==> src/rtl/alu_serial_ctrl_pkg.sv <==
// ---------------------------------------------------------------------------
// alu_serial_ctrl_pkg
// Shared definitions for the bit-serial ALU sequencer:
//   - alu_ctl operation codes
//   - 1-bit slice op encodings (AND / OR / ADD / LESS)
//   - sequencer state encoding (IDLE / RUN / FIX / DONE)
//   - decode structure and the alu_ctl decode function
// ---------------------------------------------------------------------------
package alu_serial_ctrl_pkg;

    // alu_ctl operation codes
    localparam logic [3:0] CTL_AND = 4'b0000;
    localparam logic [3:0] CTL_OR  = 4'b0001;
    localparam logic [3:0] CTL_ADD = 4'b0010;
    localparam logic [3:0] CTL_SUB = 4'b0110;
    localparam logic [3:0] CTL_SLT = 4'b0111;
    localparam logic [3:0] CTL_NOR = 4'b1100;

    // Slice operation select
    localparam logic [1:0] OP_AND  = 2'b00;
    localparam logic [1:0] OP_OR   = 2'b01;
    localparam logic [1:0] OP_ADD  = 2'b10;
    localparam logic [1:0] OP_LESS = 2'b11;

    typedef enum logic [1:0] {
        ST_IDLE = 2'b00,
        ST_RUN  = 2'b01,
        ST_FIX  = 2'b10,
        ST_DONE = 2'b11
    } state_e;

    typedef struct packed {
        logic       ainvert;
        logic       binvert;
        logic [1:0] op;
        logic       legal;
    } decode_t;

    // Translate an alu_ctl code into slice controls. Illegal codes run as a
    // harmless AND and are flagged so the result can be forced to zero.
    function automatic decode_t decode_ctl(input logic [3:0] ctl);
        decode_t d;
        d.ainvert = 1'b0;
        d.binvert = 1'b0;
        d.op      = OP_AND;
        d.legal   = 1'b1;
        case (ctl)
            CTL_AND: d.op = OP_AND;
            CTL_OR:  d.op = OP_OR;
            CTL_ADD: d.op = OP_ADD;
            CTL_SUB: begin
                d.binvert = 1'b1;
                d.op      = OP_ADD;
            end
            CTL_SLT: begin
                d.binvert = 1'b1;
                d.op      = OP_LESS;
            end
            CTL_NOR: begin
                d.ainvert = 1'b1;
                d.binvert = 1'b1;
                d.op      = OP_AND;
            end
            default: d.legal = 1'b0;
        endcase
        return d;
    endfunction

endpackage

==> src/rtl/alu_serial_slice.sv <==
// ---------------------------------------------------------------------------
// alu_serial_slice
// Combinational 1-bit ALU slice. The carry-in is used exactly as given; the
// sequencer owns carry initialisation and feedback.
// Ports:
//   a, b             operand bits
//   ainvert, binvert invert the corresponding operand bit before use
//   c_in             carry-in
//   less             value returned for the LESS op
//   op               OP_AND / OP_OR / OP_ADD / OP_LESS
//   result           selected slice output
//   c_out            carry-out of the full adder
//   sum              full-adder sum (used by the caller for SLT at the MSB)
// ---------------------------------------------------------------------------
module alu_serial_slice
    import alu_serial_ctrl_pkg::*;
(
    input  logic       a,
    input  logic       b,
    input  logic       ainvert,
    input  logic       binvert,
    input  logic       c_in,
    input  logic       less,
    input  logic [1:0] op,
    output logic       result,
    output logic       c_out,
    output logic       sum
);

    logic a_s;
    logic b_s;

    // Operand conditioning, full adder and result select
    always_comb begin
        a_s   = a ^ ainvert;
        b_s   = b ^ binvert;
        sum   = a_s ^ b_s ^ c_in;
        c_out = (a_s & b_s) | (a_s & c_in) | (b_s & c_in);
        case (op)
            OP_AND:  result = a_s & b_s;
            OP_OR:   result = a_s | b_s;
            OP_ADD:  result = sum;
            OP_LESS: result = less;
            default: result = 1'b0;
        endcase
    end

endmodule

==> src/rtl/alu_serial_ctrl.sv <==
// ---------------------------------------------------------------------------
// alu_serial_ctrl
// Bit-serial ALU sequencer. Accepts an operation on a valid/ready handshake,
// steps a 1-bit slice LSB-first (one bit per clock, carry fed back), resolves
// SLT/overflow/zero in a single fix-up cycle, then presents the result on a
// valid/ready output handshake.
// Ports:
//   clk, rst_n               clock, asynchronous active-low reset
//   start_valid/start_ready  operation request handshake (ready only in IDLE)
//   a, b, alu_ctl            operands and operation, sampled on accept
//   result, zero, overflow   registered outputs, valid while done_valid=1
//   done_valid/done_ready    result handshake
// ---------------------------------------------------------------------------
module alu_serial_ctrl
    import alu_serial_ctrl_pkg::*;
#(
    parameter int WIDTH = 32,
    parameter int CNT_W = $clog2(WIDTH)
) (
    input  logic             clk,
    input  logic             rst_n,
    input  logic             start_valid,
    output logic             start_ready,
    input  logic [WIDTH-1:0] a,
    input  logic [WIDTH-1:0] b,
    input  logic [3:0]       alu_ctl,
    output logic [WIDTH-1:0] result,
    output logic             zero,
    output logic             overflow,
    output logic             done_valid,
    input  logic             done_ready
);

    state_e           state_q, state_d;
    logic [CNT_W-1:0] cnt_q, cnt_d;
    logic [WIDTH-1:0] a_q, a_d;
    logic [WIDTH-1:0] b_q, b_d;
    logic [WIDTH-1:0] result_q, result_d;
    decode_t          dec_q, dec_d;
    logic             carry_q, carry_d;
    logic             ovf_msb_q, ovf_msb_d;
    logic             set_msb_q, set_msb_d;
    logic             zero_q, zero_d;
    logic             overflow_q, overflow_d;
    logic             done_valid_q, done_valid_d;

    decode_t          dec_in_s;
    logic             last_bit_s;
    logic             slice_result_s;
    logic             slice_c_out_s;
    logic             slice_sum_s;
    logic             msb_ovf_s;
    logic [WIDTH-1:0] final_result_s;

    assign dec_in_s   = decode_ctl(alu_ctl);
    assign last_bit_s = (cnt_q == CNT_W'(WIDTH - 1));
    assign msb_ovf_s  = carry_q ^ slice_c_out_s;

    alu_serial_slice u_slice (
        .a       (a_q[cnt_q]),
        .b       (b_q[cnt_q]),
        .ainvert (dec_q.ainvert),
        .binvert (dec_q.binvert),
        .c_in    (carry_q),
        .less    (1'b0),
        .op      (dec_q.op),
        .result  (slice_result_s),
        .c_out   (slice_c_out_s),
        .sum     (slice_sum_s)
    );

    // State register
    always_ff @(posedge clk or negedge rst_n) begin
        if (!rst_n) begin
            state_q <= ST_IDLE;
        end else begin
            state_q <= state_d;
        end
    end

    // Next-state logic
    always_comb begin
        state_d = state_q;
        case (state_q)
            ST_IDLE: begin
                if (start_valid) state_d = ST_RUN;
                else             state_d = ST_IDLE;
            end
            ST_RUN: begin
                if (last_bit_s) state_d = ST_FIX;
                else            state_d = ST_RUN;
            end
            ST_FIX:  state_d = ST_DONE;
            ST_DONE: begin
                if (done_ready) state_d = ST_IDLE;
                else            state_d = ST_DONE;
            end
            default: state_d = ST_IDLE;
        endcase
    end

    // Handshake outputs; ready is forced low while reset is held
    always_comb begin
        start_ready = (state_q == ST_IDLE) && rst_n;
        result      = result_q;
        zero        = zero_q;
        overflow    = overflow_q;
        done_valid  = done_valid_q;
    end

    // Final result: illegal codes give zero, SLT keeps only the set bit
    always_comb begin
        final_result_s = result_q;
        if (!dec_q.legal) begin
            final_result_s = {WIDTH{1'b0}};
        end else if (dec_q.op == OP_LESS) begin
            final_result_s = {{(WIDTH-1){1'b0}}, set_msb_q};
        end else begin
            final_result_s = result_q;
        end
    end

    // Datapath next values
    always_comb begin
        cnt_d        = cnt_q;
        a_d          = a_q;
        b_d          = b_q;
        result_d     = result_q;
        dec_d        = dec_q;
        carry_d      = carry_q;
        ovf_msb_d    = ovf_msb_q;
        set_msb_d    = set_msb_q;
        zero_d       = zero_q;
        overflow_d   = overflow_q;
        done_valid_d = done_valid_q;
        case (state_q)
            ST_IDLE: begin
                if (start_valid) begin
                    a_d     = a;
                    b_d     = b;
                    dec_d   = dec_in_s;
                    cnt_d   = {CNT_W{1'b0}};
                    // Binvert doubles as the +1 of two's-complement negation
                    carry_d = dec_in_s.binvert;
                end else begin
                    cnt_d = cnt_q;
                end
            end
            ST_RUN: begin
                result_d[cnt_q] = slice_result_s;
                carry_d         = slice_c_out_s;
                if (last_bit_s) begin
                    ovf_msb_d = msb_ovf_s;
                    // True sign of a-b even when the subtraction overflows
                    set_msb_d = slice_sum_s ^ msb_ovf_s;
                    cnt_d     = {CNT_W{1'b0}};
                end else begin
                    cnt_d = cnt_q + CNT_W'(1);
                end
            end
            ST_FIX: begin
                result_d     = final_result_s;
                zero_d       = (final_result_s == {WIDTH{1'b0}});
                overflow_d   = dec_q.legal && (dec_q.op == OP_ADD) && ovf_msb_q;
                done_valid_d = 1'b1;
            end
            ST_DONE: begin
                if (done_ready) done_valid_d = 1'b0;
                else            done_valid_d = 1'b1;
            end
            default: begin
                cnt_d        = {CNT_W{1'b0}};
                done_valid_d = 1'b0;
            end
        endcase
    end

    // Datapath registers
    always_ff @(posedge clk or negedge rst_n) begin
        if (!rst_n) begin
            cnt_q         <= {CNT_W{1'b0}};
            a_q           <= {WIDTH{1'b0}};
            b_q           <= {WIDTH{1'b0}};
            result_q      <= {WIDTH{1'b0}};
            dec_q.ainvert <= 1'b0;
            dec_q.binvert <= 1'b0;
            dec_q.op      <= OP_AND;
            dec_q.legal   <= 1'b1;
            carry_q       <= 1'b0;
            ovf_msb_q     <= 1'b0;
            set_msb_q     <= 1'b0;
            zero_q        <= 1'b0;
            overflow_q    <= 1'b0;
            done_valid_q  <= 1'b0;
        end else begin
            cnt_q         <= cnt_d;
            a_q           <= a_d;
            b_q           <= b_d;
            result_q      <= result_d;
            dec_q         <= dec_d;
            carry_q       <= carry_d;
            ovf_msb_q     <= ovf_msb_d;
            set_msb_q     <= set_msb_d;
            zero_q        <= zero_d;
            overflow_q    <= overflow_d;
            done_valid_q  <= done_valid_d;
        end
    end

endmodule
==> config.mk <==
export PLATFORM = sky130hd
export DESIGN_NAME = alu_serial_ctrl
export DESIGN_NICKNAME = d
export VERILOG_FILES = /design/src/rtl/alu_serial_ctrl_pkg.sv /design/src/rtl/alu_serial_slice.sv /design/src/rtl/alu_serial_ctrl.sv
export SDC_FILE = /design/constraint.sdc
export NUM_CORES = 1
export LEC_CHECK = 0
export BUFFER_PORTS_ARGS = -buffer_cell sky130_fd_sc_hd__buf_2
export CORE_MARGIN = 4
export CORE_UTILIZATION = 40
export CTS_BUF_LIST = sky130_fd_sc_hd__clkbuf_16
export DETAILED_ROUTE_END_ITERATION = 12
export PLACE_DENSITY = 0.59
export SYNTH_ARGS = -nofsm -noshare
export SYNTH_HDL_FRONTEND = slang
export SYNTH_SLANG_ARGS = --single-unit
==> constraint.sdc <==
create_clock -name clk -period 4.5 [get_ports clk]
set_input_delay 1.35 -clock clk [delete_from_list [all_inputs] [get_ports clk]]
set_output_delay 1.35 -clock clk [all_outputs]
set_load 0.01 [all_outputs]
**Yosys cells after proc, flatten, opt, wreduce, memory -nomap -nowiden**

Index checks and enable logic that the tools add are counted.

- Bits in read-only memories: 0
- Word-level logic and storage cells: 86
- Latch bits: 0
- Bits in registers: 114
- Output and inout port bits: 36
- RAM bits: 0
- Input port bits: 72
- Memories kept: 0

- Shift-type cells: 0
- $mul: 0
- Reductions and logical operators: 17
- Equal/unequal tests: 13
- Add/subtract/negate cells: 1
- Bitwise operators: 12
- Muxes and demuxes: 26
- Order comparisons: 2
- Div/mod/pow operators: 0

Operator list:

| kind | number |
|---|---|
| 32-bit 2-to-1 mux | 2 |
| 32-bit one-hot mux with 2 select lines | 1 |
| 32-bit bitwise mux | 1 |
| 32-bit zero test | 1 |
| 1-bit binary-select mux with 5-bit select | 2 |
| 5-bit 2-to-1 mux | 2 |
| 5-bit one-hot mux with 2 select lines | 1 |
| 1-bit 2-to-1 mux | 9 |
| 2-bit equality test (second input constant) | 4 |
| 4-bit by 3-bit equality test with 1-bit output (second input constant) | 2 |
| 2-bit one-hot mux with 4 select lines | 1 |
| 5-bit by 6-bit less-than comparator with 1-bit output (second input constant) | 1 |
| 2-bit one-hot mux with 3 select lines | 1 |
| 2-bit AND reduction | 3 |
| 2-bit nonzero test | 3 |
| 6-bit OR reduction | 1 |
| 1-bit XOR | 6 |
| 5-bit by 1-bit adder with 5-bit output (second input constant) | 1 |
| 1-bit demux with 5-bit select | 1 |
| 5-bit equality test (second input constant) | 1 |
| 5-bit by 1-bit >= comparator with 1-bit output (second input constant) | 1 |
| 2-bit by 1-bit equality test with 1-bit output (second input constant) | 2 |
| 4-bit by 1-bit equality test with 1-bit output (second input constant) | 1 |
| 4-bit by 2-bit equality test with 1-bit output (second input constant) | 1 |
| 12 further kinds | 22 |

**Longest topological paths before layout**

Gate-level depths: netlist of run 1.

- Depth after elaboration: 8
- Gate-level depth with buffers: 14
- Gate-level depth less buffers: 11

**By module**

A second synthesis of run 1 with hierarchy kept.

- Cell total of the unflattened synthesis: 451
- Area, all modules: 5826.8 sq um

Modules (own cells, without submodules):

| module | cells an instance | area each (sq um) | sequential area each (sq um) | times used |
|---|---|---|---|---|
| alu_serial_ctrl | 439 | 5719.2 | 2854.0 | 1 |
| alu_serial_slice | 12 | 107.6 | 0.0 | 1 |

**Worst setup path after synthesis of run 1**

No wires, ideal clock.

- Kind: register -> register
- Start point: register cnt_q[0]
- End point: register result_q[10] (netlist: result[10])
- Setup time: 83 ps
- Cell stages (with the launch flop): 14
- Period minus slack after synthesis: 3298 ps
- Arrival: 3215 ps
- Setup slack: 1202 ps
- Cells stage by stage: dfrtp_1 > buf_2 > mux4_2 > nand2_1 > nand4_1 > nor3_2 > xnor2_1 > fa_1 > nor3b_1 > a311oi_2 > o21ai_1 > clkbuf_1 > nand2_1 > o21ai_0

- Cells in the longest elaborated chain, start to end: 8
- Elaborated cells between the ends (all ways): 18

Ends and longest elaborated chain:

| what | line | text |
|---|---|---|
| start: declaration | alu_serial_ctrl.sv:35 | `logic [CNT_W-1:0] cnt_q, cnt_d;` |
| start signal: assignment | alu_serial_ctrl.sv:181 | `cnt_q <= {CNT_W{1'b0}};` |
| start signal: assignment | alu_serial_ctrl.sv:196 | `cnt_q <= cnt_d;` |
| 1-bit binary-select mux with 5-bit select, on equally long branches | alu_serial_ctrl.sv:60, alu_serial_ctrl.sv:61 |  |
| 1-bit 2-to-1 mux, on equally long branches | alu_serial_ctrl.sv:60, alu_serial_ctrl.sv:61 |  |
| 1-bit XOR, on equally long branches | alu_serial_slice.sv:35, alu_serial_slice.sv:36 |  |
| 1-bit XOR (2 in a row) | alu_serial_slice.sv:37 | `sum = a_s ^ b_s ^ c_in;` |
| 1-bit one-hot mux with 4 select lines | alu_serial_slice.sv:39 | `case (op)` |
| 32-bit bitwise mux (*) | alu_serial_ctrl.sv:150 | `result_d[cnt_q] = slice_result_s;` |
| 32-bit one-hot mux with 2 select lines (*) | alu_serial_ctrl.sv:136 | `case (state_q)` |
| end signal: assignment | alu_serial_ctrl.sv:184 | `result_q <= {WIDTH{1'b0}};` |
| end signal: assignment | alu_serial_ctrl.sv:199 | `result_q <= result_d;` |
| end: declaration | alu_serial_ctrl.sv:38 | `logic [WIDTH-1:0] result_q, result_d;` |

Mark *: on every way between the ends. The rest lies on a longest branch, timed or not. The select of a mux whose other input is x is not followed.
A chain may end at the register's enable or synchronous reset.

**Worst setup path after layout of run 1**

- Start point: register cnt_q[2]
- End point: register result_q[11] (netlist: result[11])

The elaborated chain is that of the path after synthesis.

==> results of run 1 <==
[final cells by class]
class	instances	area, µm²
fillers	1260	6930
flip-flops and latches	114	2850
multi-input cells	338	2670
repair buffers	116	618
clock buffers	17	425
well taps	180	225
clock inverters	15	174
inverters	10	37.5
[metal layers]
layer | wire [µm] | part of all wire (%) | global-route usage [%]
met1 | 6120 | 45 | 24.0
met2 | 6220 | 46 | 26.6
met3 | 960 | 7.1 | 5.23
met4 | 264 | 1.9 | 7.32
met5 | 0 | 0 | 0
[per-stage QoR]
stage,instance area (µm²),std cells,hold WS [ns],util [%]
3_5_place_dp,6410,758,0.492,46.0
6_report,7010,790,0.491,50.3
3_3_place_gp,6410,758,0.474,46.0
5_1_grt,7010,790,0.515,50.3
2_1_floorplan,5700,494,0.450,-
4_1_cts,7010,790,0.504,50.3
[flip-flops by register name, summed over array words and instances (netlist names)]
| name | flops |
|---|---|
| carry_q | 1 |
| b_q | 32 |
| state_q | 2 |
| result | 32 |
| dec_q | 5 |
| zero | 1 |
| ovf_msb_q | 1 |
| done_valid | 1 |
| set_msb_q | 1 |
| overflow | 1 |
| a_q | 32 |
| cnt_q | 5 |
[kinds of logic after synthesis]
group / after synthesis
adders and majority gates: 13
muxes: 110
buffers and inverters: 42
xor gates and xnor gates: 6
and+or+nand+nor: 133
DFF: 114
AOI/OAI and AO/OA: 76
[power by group]
group	total, mW	internal, mW	switching, mW
Sequential	1.77	1.44	0.326
Combinational	1.96	0.985	0.975
Clock	1.37	0.910	0.460
[worst min-delay path: cells and delay by family (launching register included)]
family	cells	cell delay, ns
flip-flops	1	0.34
AO/OA/AOI/OAI	1	0.07
AND/OR/NAND/NOR	1	0.05
[layout by cell type (no fill, tap or decap), types with 2 or more instances in the layout]
| master | count |
|---|---|
| sky130_fd_sc_hd__inv_1 | 12 |
| sky130_fd_sc_hd__o31ai_1 | 3 |
| sky130_fd_sc_hd__nor2_1 | 10 |
| sky130_fd_sc_hd__o21ai_0 | 49 |
| sky130_fd_sc_hd__nand2_1 | 72 |
| sky130_fd_sc_hd__xnor2_1 | 3 |
| sky130_fd_sc_hd__buf_4 | 9 |
| sky130_fd_sc_hd__dfrtp_1 | 113 |
| sky130_fd_sc_hd__bufinv_16 | 4 |
| sky130_fd_sc_hd__and3b_1 | 2 |
| sky130_fd_sc_hd__a32o_1 | 2 |
| sky130_fd_sc_hd__a21o_1 | 7 |
| sky130_fd_sc_hd__nor3_1 | 5 |
| sky130_fd_sc_hd__nor4_1 | 7 |
| sky130_fd_sc_hd__and3_1 | 4 |
| sky130_fd_sc_hd__nand4_1 | 5 |
| sky130_fd_sc_hd__buf_2 | 106 |
| sky130_fd_sc_hd__ha_1 | 11 |
| sky130_fd_sc_hd__xor2_1 | 3 |
| sky130_fd_sc_hd__nor2b_1 | 5 |
| sky130_fd_sc_hd__nand3_1 | 11 |
| sky130_fd_sc_hd__mux2_2 | 68 |
| sky130_fd_sc_hd__or2_2 | 2 |
| sky130_fd_sc_hd__nand2b_1 | 3 |
| sky130_fd_sc_hd__nor3_2 | 2 |
| sky130_fd_sc_hd__o21ai_1 | 4 |
| sky130_fd_sc_hd__mux2i_1 | 26 |
| sky130_fd_sc_hd__a21oi_1 | 8 |
| sky130_fd_sc_hd__fa_1 | 2 |
| sky130_fd_sc_hd__clkinv_2 | 7 |
| sky130_fd_sc_hd__mux4_2 | 16 |
| sky130_fd_sc_hd__nor3b_1 | 2 |
| sky130_fd_sc_hd__clkbuf_16 | 17 |
[path summary, 6_finish.rpt]
kind / from / to / slack (ns) / cells past startpoint
min in group asynchronous: rst_n / result[26]$_DFFE_PN0P_ / 1.08 / 2
worst min register to register: ovf_msb_q$_DFFE_PN0P_ / ovf_msb_q$_DFFE_PN0P_ / 0.49 / 2
worst max register to register: cnt_q[2]$_DFFE_PN0P_ / result[11]$_DFFE_PN0P_ / 0.48 / 12
worst max-delay path: cnt_q[2]$_DFFE_PN0P_ / result[11]$_DFFE_PN0P_ / 0.48 / 12
max in group asynchronous: rst_n / b_q[0]$_DFFE_PN0P_ / 2.18 / 3
worst min-delay path: ovf_msb_q$_DFFE_PN0P_ / ovf_msb_q$_DFFE_PN0P_ / 0.49 / 2
==> impl_results.md, run 1 <==
- Outcome: complete, no violations
- Floorplan die width: 127 µm
- Antenna Violating Nets Remaining: 0
- Vias: a little over 4,000
- Top achievable clock speed: 249 MHz
- Number of gates resized after CTS: 0
- Total routed wirelength: 13.6 mm
- Setup repair after global routing missed its margin: no
- Share of the synthesized netlist area taken by xor and xnor gates: less than 1%
- Pin count of the biggest net entering global routing: between 60 and 70
- Antenna violations before repair: 0
- Final Hold Violating Endpoints: 0
- Setup slack after placement: around 0.54 ns
- Count leader, synth: sky130_fd_sc_hd__dfrtp_1
- Post-synthesis cell count: 494
- Warning count from the yosys run: 0
- Number of buffers created by CTS: 17
- Portion of the clock cycle consumed by the worst path in the final layout: 89.2%
- Clock slew at reported path FFs: 0.05 ns
- Max-cap viol count: 0
- Placement Rows: 43
- Worst slew slack as a fraction of its limit: ~27%
- List of most frequent post-synthesis cells: sky130_fd_sc_hd__dfrtp_1, sky130_fd_sc_hd__nand2_1, sky130_fd_sc_hd__mux2_2
- Mean area per synthesized cell: 11.5 µm²
- Data required time of the worst path: approximately 4.8 ns
- Flops & latches, synth: 114
- Simple-gate share of the synthesized area: between 10% and 20%
- Worst EP arrival: approximately 4.3 ns
- Share of final-layout standard cells stronger than drive strength 1: 38.7%
- Level count of the clock H-tree: 4
- Leakage Power: approximately 3.3 nW
- Complex-gate fraction of the synthesized area: 7.57%
- Post-synth top area cell: sky130_fd_sc_hd__dfrtp_1
- Via count of the first global-routing pass: about 4,300
- Highest-delay cell along the critical path: sky130_fd_sc_hd__nor3b_1
- CTS sink count: 114
- Cell-by-cell listing of the critical path: nor3b_1, nand2_1, nand4_1, nor3_2, xnor2_1, fa_1, nor3b_1, a311oi_2, nor2b_1, buf_4, mux2i_1, o21ai_0
- Mapped Area: 5700 µm²
- CTS Hold Bufs: 0
- Summed negative setup slack over all endpoints: 0 ns
- Cell repeated most along the worst path: sky130_fd_sc_hd__nor3b_1
- Final Skew: approximately 0.0075 ns
- Capturing element type of the critical path: register
- Port Buf Inserts: 107
- Minimum period implied by the final worst setup slack: about 4 ns
- Detail-routed via count per cell: roughly 5.2
- Overall power of the completed layout: ~5.1 mW
- Post-synthesis mux area share: between 20% and 30%
- Number of iterations in the first detailed-routing pass: 4
- Final setup vio count: 0
- Final RePlAce weighted congestion: slightly below 0.8
- Largest cells by area after synthesis: sky130_fd_sc_hd__dfrtp_1, sky130_fd_sc_hd__mux2_2, sky130_fd_sc_hd__mux4_2
- Setup Buffers After CTS: 0
- Routed wirelength normalized by instance count: approximately 17 µm
- Initial drt markers: ~250
- All-layer global routing usage: about 18%
- Top-area cell type share of the netlist area: just under 50%
- Path type of the worst min-delay path: register to register
- Chip height: about 130 µm
- Antenna diode count: 0
- Root Driver: sky130_fd_sc_hd__clkbuf_16
- Sequential share of the synthesized area: approximately 50%
- Die outline area: roughly 16,000 µm²
- Global-route wire length before repair: between 20 and 25 mm
- Number of different library cells in the post-synthesis netlist: 38
- Final Max Slew Viols: 0
- Final setup margin: between 0.4 and 0.5 ns
- Clock latency of the later-clocked register in the worst-skew pair: between 0.4 and 0.5 ns
- Async set or reset register ratio after synthesis: between 90% and 100%
- Number of buffer and inverter stages on the critical path: 1
- Power per standard cell area: between 700 and 800 nW/µm²
- Placed wire-length estimate after detailed placement: approximately 10 mm
- Dominant register cell in the synthesized netlist: sky130_fd_sc_hd__dfrtp_1
- TritonCTS clock tree: yes
- Core Area: between 10,000 and 15,000 µm²
- CP delay by family, top: simple AND/OR/NAND/NOR gates
- Drc violations: 0
- EDFF count, synth: 0
- Effective utilization at floorplan: 40.9%
- Synthesis-to-layout area growth: 22.9%
- Path type of the worst setup path: register to register
- Slew @ Worst Pin: between 1 and 1.5 ns
- Number of nets at the end of the flow: 682
- Max clock buf depth: 2
- Net count after synthesis: 579
- Crit path max fanout: 25
- Total global routing overflow: 0
- Post-synthesis adder-cell area fraction: around 3.1%
- Combinational family with the most area after synthesis: multiplexers
- Maximum ir drop on the vdd rail: 0.319 mV
- Critical path's largest stage delay: approximately 1.0 ns
- Element type at the critical path start: register
- # IOs: approximately 110
(Power assumes the default switching activity.)
==> run 2: changes to the inputs <==
==> constraint.sdc (replaced) <==
create_clock -name clk -period 4.5 [get_ports clk]
set_input_delay 1.35 -clock clk [delete_from_list [all_inputs] [get_ports clk]]
set_output_delay 1.35 -clock clk [all_outputs]
set_load 0.1 [all_outputs]
==> impl_results.md, run 2 (synthesized netlist as in run 1, its figures left out) <==
- Detail-routed via count per cell: 5.20 (-0.49%)
- Crit path max fanout: 23 (-8.0%)
- Element type at the critical path start: register
- Minimum period implied by the final worst setup slack: 3.76 ns (-0.257 ns)
- Worst EP arrival: 4.08 ns (-0.26 ns)
- Max clock buf depth: 2 (unchanged)
- Proportion of power drawn by the clock network: 22.4% (-4.5 points)
- Maximum ir drop on the vdd rail: 0.460 mV (+44%)
- Outcome: complete, no violations
- Critical path's largest stage delay: 0.55 ns (-0.46 ns)
- Most used cells in the layout excluding fill and tap cells: sky130_fd_sc_hd__dfrtp_1, sky130_fd_sc_hd__buf_2, sky130_fd_sc_hd__nand2_1, sky130_fd_sc_hd__mux2_2, sky130_fd_sc_hd__o21ai_0
- Setup repair after global routing missed its margin: no
- Floorplan die width: 127 µm (unchanged)
- Post-layout instance count excluding filler cells: 791 (+0.13%)
- Number of buffers created by CTS: 17 (unchanged)
- Share of final-layout standard cells stronger than drive strength 1: 39.0% (+0.26 points)
- Final RePlAce weighted congestion: 0.825 (+4.6%)
- Root Driver: sky130_fd_sc_hd__clkbuf_16
- Path type of the worst setup path: register to register
- Antenna diode count: 0 (unchanged)
- Number of buffer and inverter stages on the critical path: 2 (+1)
- Setup Buffers After CTS: 0 (unchanged)
- Antenna violations before repair: 0 (unchanged)
- Level count of the clock H-tree: 4 (unchanged)
- Worst slew slack as a fraction of its limit: 49.7% (+23 points)
- Highest-delay cell along the critical path: sky130_fd_sc_hd__mux4_2
- Clock latency of the later-clocked register in the worst-skew pair: 0.41 ns (about the same)
- Worst hold slack: 0.501 ns (+0.0101 ns)
- Effective utilization at floorplan: 40.9% (unchanged)
- Fraction of power consumed by combinational cells: 45.7% (+7.3 points)
- CP delay by family, top: multiplexers
- # IOs: 108 (unchanged)
- Routed wirelength normalized by instance count: 16.9 µm (-1.8%)
- Final Skew: 0.00770 ns (+0.000160 ns)
- Pin count of the biggest net entering global routing: 68 (+11%)
- Data required time of the worst path: 4.82 ns (about the same)
- Final Hold Violating Endpoints: 0 (unchanged)
- Capturing element type of the critical path: register
- Portion of the clock cycle consumed by the worst path in the final layout: 83.5% (-5.7 points)
- Number of iterations in the first detailed-routing pass: 4 (unchanged)
- Core Area: 13,900 µm² (unchanged)
- Top achievable clock speed: 266 MHz (+6.8%)
- Synthesis-to-layout area growth: 22.2%
- Switching power share of the total: 41.8% (+7.3 points)
- Drc violations: 0 (unchanged)
- Total global routing overflow: 0 (unchanged)
- Leakage Power: 3.23 nW (-1.2%)
- Final Max Slew Viols: 0 (unchanged)
- Clock slew at reported path FFs: 0.06 ns (about the same)
- Number of gates resized after CTS: 0 (unchanged)
- Global-route wire length before repair: 22.1 mm (-0.25%)
- Initial drt markers: 243 (-4.3%)
- Number of nets at the end of the flow: 683 (+0.15%)
- Summed negative setup slack over all endpoints: 0 ns (unchanged)
- Overall power of the completed layout: 5.46 mW (+7.1%)
- Placed wire-length estimate after detailed placement: 9.54 mm (-2.1%)
- Reg2Reg Setup Slack: 0.74 ns (+0.26 ns)
- Max-cap viol count: 0 (unchanged)
- Antenna Violating Nets Remaining: 0 (unchanged)
- CTS Hold Bufs: 0 (unchanged)
- Die outline area: 16,200 µm² (unchanged)
- Commonest non-fill, non-tap cell in the layout: sky130_fd_sc_hd__dfrtp_1
- Placement Rows: 43 (unchanged)
- Power per standard cell area: 784 nW/µm² (+7.8%)
- All-layer global routing usage: 17.5% (-0.21 points)
- Reported net switching power: 2.28 mW (+30%)
- TritonCTS clock tree: yes
- Via count of the first global-routing pass: 4,372 (+1.4%)
- Internal power: 3.18 mW (-4.8%)
- Total routed wirelength: 13.3 mm (-1.7%)
- Vias: 4,117 (-0.36%)
- Path type of the worst min-delay path: register to register
- Seq pwr share: 31.8% (-2.9 points)
- Cell-by-cell listing of the critical path: buf_4, mux4_2, mux2i_1, nor2_1, nor3_2, xnor2_1, fa_1, nor3b_1, a311oi_2, nor2b_1, buf_4, mux2i_1, o21ai_0
- Post-Place Cells: 759 (+0.13%)
- Final setup vio count: 0 (unchanged)
- Chip height: 127 µm (unchanged)
- Port Buf Inserts: 107 (unchanged)
- Slew @ Worst Pin: 0.749 ns (-0.344 ns)
- CTS sink count: 114 (unchanged)
run 2: changes by cell type in the layout (fill, tap and decap cells not counted):
cell                         change
sky130_fd_sc_hd__inv_1           -1
sky130_fd_sc_hd__clkinv_4        +3
sky130_fd_sc_hd__clkinvlp_4      +4
sky130_fd_sc_hd__clkinv_2        -3
sky130_fd_sc_hd__bufinv_16       -3
sky130_fd_sc_hd__buf_4           +1
run 2: power by group through the flow:
| stage | logic [mW] | clock network [mW] | registers [mW] |
|---|---|---|---|
| floorplan | 1.56 | 0 | 2.14 |
| global placement | 2.48 | 0 | 1.73 |
| finish | 2.50 | 1.22 | 1.74 |
| global route | 2.74 | 1.30 | 1.80 |
| detailed placement | 2.54 | 0 | 1.76 |
| CTS | 2.54 | 1.26 | 1.74 |
run 2: worst paths after layout:
check                                     start                     end  cells after the start
max                        cnt_q[0]$_DFFE_PN0P_  result[22]$_DFFE_PN0P_                     13
min in group asynchronous                 rst_n  result[25]$_DFFE_PN0P_                      2
max reg2reg                cnt_q[0]$_DFFE_PN0P_  result[22]$_DFFE_PN0P_                     13
min                         b_q[10]$_DFFE_PN0P_     b_q[10]$_DFFE_PN0P_                      1
max in group asynchronous                 rst_n  result[31]$_DFFE_PN0P_                      3
min reg2reg                 b_q[10]$_DFFE_PN0P_     b_q[10]$_DFFE_PN0P_                      1
run 2: per-layer routing:
layer / vias up / global-route usage, % / wire length, µm
li1: 1971 / - / -
met1: 2027 / 23.0 / 5930
met2: 107 / 27.5 / 6370
met3: 12 / 5.94 / 892
met4: 0 / 5.11 / 152
met5: - / 0 / 0
run 2: cell type report:
class	instances	area (µm²)
Fill cell	1303	6970
Clock buffer	17	425
Sequential cell	114	2850
Clock inverter	15	121
Timing Repair Buffer	117	626
Tap cell	180	225
Multi-Input combinational cell	338	2670
Inverter	10	37.5
run 2: stage by stage:
stage | utilization, % | setup slack [ns] | area (µm²)
global route | 50.0 | 0.420 | 6960
CTS | 50.0 | 0.681 | 6960
finish | 50.0 | 0.742 | 6960
detailed placement | 46.0 | 0.719 | 6410
floorplan | - | 1.06 | 5700
global placement | 46.0 | 0.850 | 6410
==> run 3: changes to the inputs <==
==> constraint.sdc (replaced) <==
create_clock -name clk -period 3.61 [get_ports clk]
set_input_delay 1.083 -clock clk [delete_from_list [all_inputs] [get_ports clk]]
set_output_delay 1.083 -clock clk [all_outputs]
set_load 0.1 [all_outputs]
==> impl_results.md, run 3 (synthesized netlist as in run 1, its figures left out) <==
- Element type at the critical path start: register
- Number of nets at the end of the flow: 690 (+1.0%)
- CP Launch Point: cnt_q[0]$_DFFE_PN0P_
- Level count of the clock H-tree: 4 (unchanged)
- Floorplan die width: 127 µm (unchanged)
- Final cell area excluding filler cells: 7060 µm² (+1.5%)
- Portion of the clock cycle consumed by the worst path in the final layout: 93.2% (+9.7 points)
- Post-layout instance count excluding filler cells: 798 (+0.88%)
- FF-to-FF Start: cnt_q[0]$_DFFE_PN0P_
- Filler instances: 1,228 (-5.8%)
- TritonCTS clock tree: yes
- Share of final-layout standard cells stronger than drive strength 1: 39.3% (+0.37 points)
- Via count of the first global-routing pass: 4,348 (-0.55%)
- Max clock buf depth: 2 (unchanged)
- Antenna diode count: 0 (unchanged)
- Port Buf Inserts: 107 (unchanged)
- Core Area: 13,900 µm² (unchanged)
- Power per standard cell area: 997 nW/µm² (+27%)
- Drc violations: 0 (unchanged)
- Chip height: 127 µm (unchanged)
- Routed wirelength normalized by instance count: 17.2 µm (+2.2%)
- Final Skew: 0.00969 ns (+0.00200 ns)
- Worst setup endpoint: result[21]$_DFFE_PN0P_
- Commonest non-fill, non-tap cell in the layout: sky130_fd_sc_hd__dfrtp_1
- Slew @ Worst Pin: 1.07 ns (+0.322 ns)
- CTS sink count: 114 (unchanged)
- All-layer global routing usage: 17.7% (+0.23 points)
- Placement Rows: 43 (unchanged)
- Number of buffers created by CTS: 17 (unchanged)
- Effective utilization at floorplan: 40.9% (unchanged)
- Reg2Reg Setup Slack: 0.24 ns (-0.50 ns)
- Reg2reg path depth: 12 (-1)
- Setup repair after global routing missed its margin: no
- Max-cap viol count: 0 (unchanged)
- CTS Hold Bufs: 0 (unchanged)
- Global-route wire length before repair: 22.3 mm (+0.81%)
- Path type of the worst setup path: register to register
- Crit path max fanout: 15 (-35%)
- Worst reg2reg endpoint: result[21]$_DFFE_PN0P_
- Final Hold Violating Endpoints: 0 (unchanged)
- Capturing element type of the critical path: register
- # IOs: 108 (unchanged)
- Worst slew slack as a fraction of its limit: 28.6% (-21 points)
- Maximum ir drop on the vdd rail: 0.598 mV (+30%)
- Final RePlAce weighted congestion: 0.829 (+0.49%)
- Total routed wirelength: 13.8 mm (+3.1%)
- Die outline area: 16,200 µm² (unchanged)
- Synthesis-to-layout area growth: 24.0%
- Antenna violations before repair: 0 (unchanged)
- Critical path's largest stage delay: 0.52 ns (-0.03 ns)
- Clock latency of the later-clocked register in the worst-skew pair: 0.41 ns (about the same)
- Outcome: complete, no violations
- Final Max Slew Viols: 0 (unchanged)
- Pin count of the biggest net entering global routing: 86 (+26%)
- Path type of the worst min-delay path: register to register
- Initial drt markers: 257 (+5.8%)
- Top achievable clock speed: 297 MHz (+12%)
- Placement Cell Area: 6470 µm² (+0.82%)
- Cell-by-cell listing of the critical path: buf_12, mux4_2, nand2_1, nand4_1, nor3_2, xnor2_2, fa_1, nor3b_2, a311oi_2, nor2_1, o21ai_0, o21ai_0
- Cell repeated most along the worst path: sky130_fd_sc_hd__o21ai_0
- Summed negative setup slack over all endpoints: 0 ns (unchanged)
- Detail-routed via count per cell: 5.30 (+1.8%)
- Root Driver: sky130_fd_sc_hd__clkbuf_16
- Minimum period implied by the final worst setup slack: 3.37 ns (-0.392 ns)
- Leakage Power: 3.30 nW (+2.1%)
- Clock slew at reported path FFs: 0.05 ns (about the same)
- Total global routing overflow: 0 (unchanged)
- Most used cells in the layout excluding fill and tap cells: sky130_fd_sc_hd__dfrtp_1, sky130_fd_sc_hd__buf_2, sky130_fd_sc_hd__nand2_1, sky130_fd_sc_hd__mux2_2, sky130_fd_sc_hd__o21ai_0
- Final setup vio count: 0 (unchanged)
- Post-Place Cells: 764 (+0.66%)
- Number of iterations in the first detailed-routing pass: 6 (+2)
- Vias: 4,229 (+2.7%)
- Worst EP arrival: 3.68 ns (-0.40 ns)
- Placed wire-length estimate after detailed placement: 9.94 mm (+4.1%)
- Worst min-delay path startpoint: ovf_msb_q$_DFFE_PN0P_
- Highest-delay cell along the critical path: sky130_fd_sc_hd__mux4_2
- Antenna Violating Nets Remaining: 0 (unchanged)
- Data required time of the worst path: 3.92 ns (-0.90 ns)
[run 3: cell count changes in the layout (fill, tap and decap cells not counted), sizes merged]
cell | before | now
bufinv | 1 | 2
inv | 11 | 13
buf | 117 | 124
clkinvlp | 5 | 2
[run 3: final cells by class]
cell class	instances	area, µm²	share of cell area (%)
multi-input combinational	338	2690	38.1
tap	180	225	3.19
clock buffer	17	425	6.02
inverter	10	37.5	0.531
clock inverter	15	125	1.77
sequential	114	2850	40.4
timing repair buffer	124	704	9.97
[run 3: report_power, final]
| part | switching (mW) | total, mW | internal (mW) |
|---|---|---|---|
| logic | 1.97 | 3.33 | 1.36 |
| clock network | 0.567 | 1.56 | 0.992 |
| registers | 0.351 | 2.15 | 1.80 |
[run 3: worst min-delay path by stage]
| stage | end | slack, ns | cells past startpoint |
|---|---|---|---|
| 2_1_floorplan | ovf_msb_q$_DFFE_PN0P_ | 0.45 | 2 |
| 3_3_place_gp | ovf_msb_q$_DFFE_PN0P_ | 0.47 | 2 |
| 3_5_place_dp | ovf_msb_q$_DFFE_PN0P_ | 0.47 | 2 |
| 4_1_cts | ovf_msb_q$_DFFE_PN0P_ | 0.48 | 2 |
| 5_1_grt | ovf_msb_q$_DFFE_PN0P_ | 0.51 | 2 |
| 6_report | ovf_msb_q$_DFFE_PN0P_ | 0.48 | 2 |
[run 3: stage by stage]
stage | setup slack (ns) | hold slack [ns] | power, mW | util, %
after global placement | 0.200 | 0.467 | 5.31 | 46.4
after floorplan | 0.278 | 0.450 | 4.61 | -
after detailed placement | 0.0835 | 0.470 | 5.43 | 46.4
final | 0.244 | 0.477 | 7.04 | 50.7
after CTS | 0.0619 | 0.482 | 7.02 | 50.4
after global routing | 0.00511 | 0.511 | 7.48 | 50.7
[run 3: what timing repair did]
action / 4_1_cts / 5_1_grt
setup buffers: 0 / 2
gates resized for setup: 0 / 6
setup endpoints to repair: 0 / 31
[run 3: routing by layer]
layer  up-vias  wire [µm]  track usage, %
li1       1987          -               -
met1      2088       6040            23.1
met2       139       6610            27.8
met3        15        957            6.31
met4         0        159            5.43
met5         -          0               0
[run 3: critical path, delay by kind of cell (launching register included)]
kind / cells / cell delay, ns
and+or+nand+nor: 5 / 1.11
DFF: 1 / 0.41
buffers and inverters: 1 / 0.19
xor gates and xnor gates: 1 / 0.19
AOI/OAI and AO/OA: 3 / 0.35
adders and majority gates: 1 / 0.47
muxes: 1 / 0.52
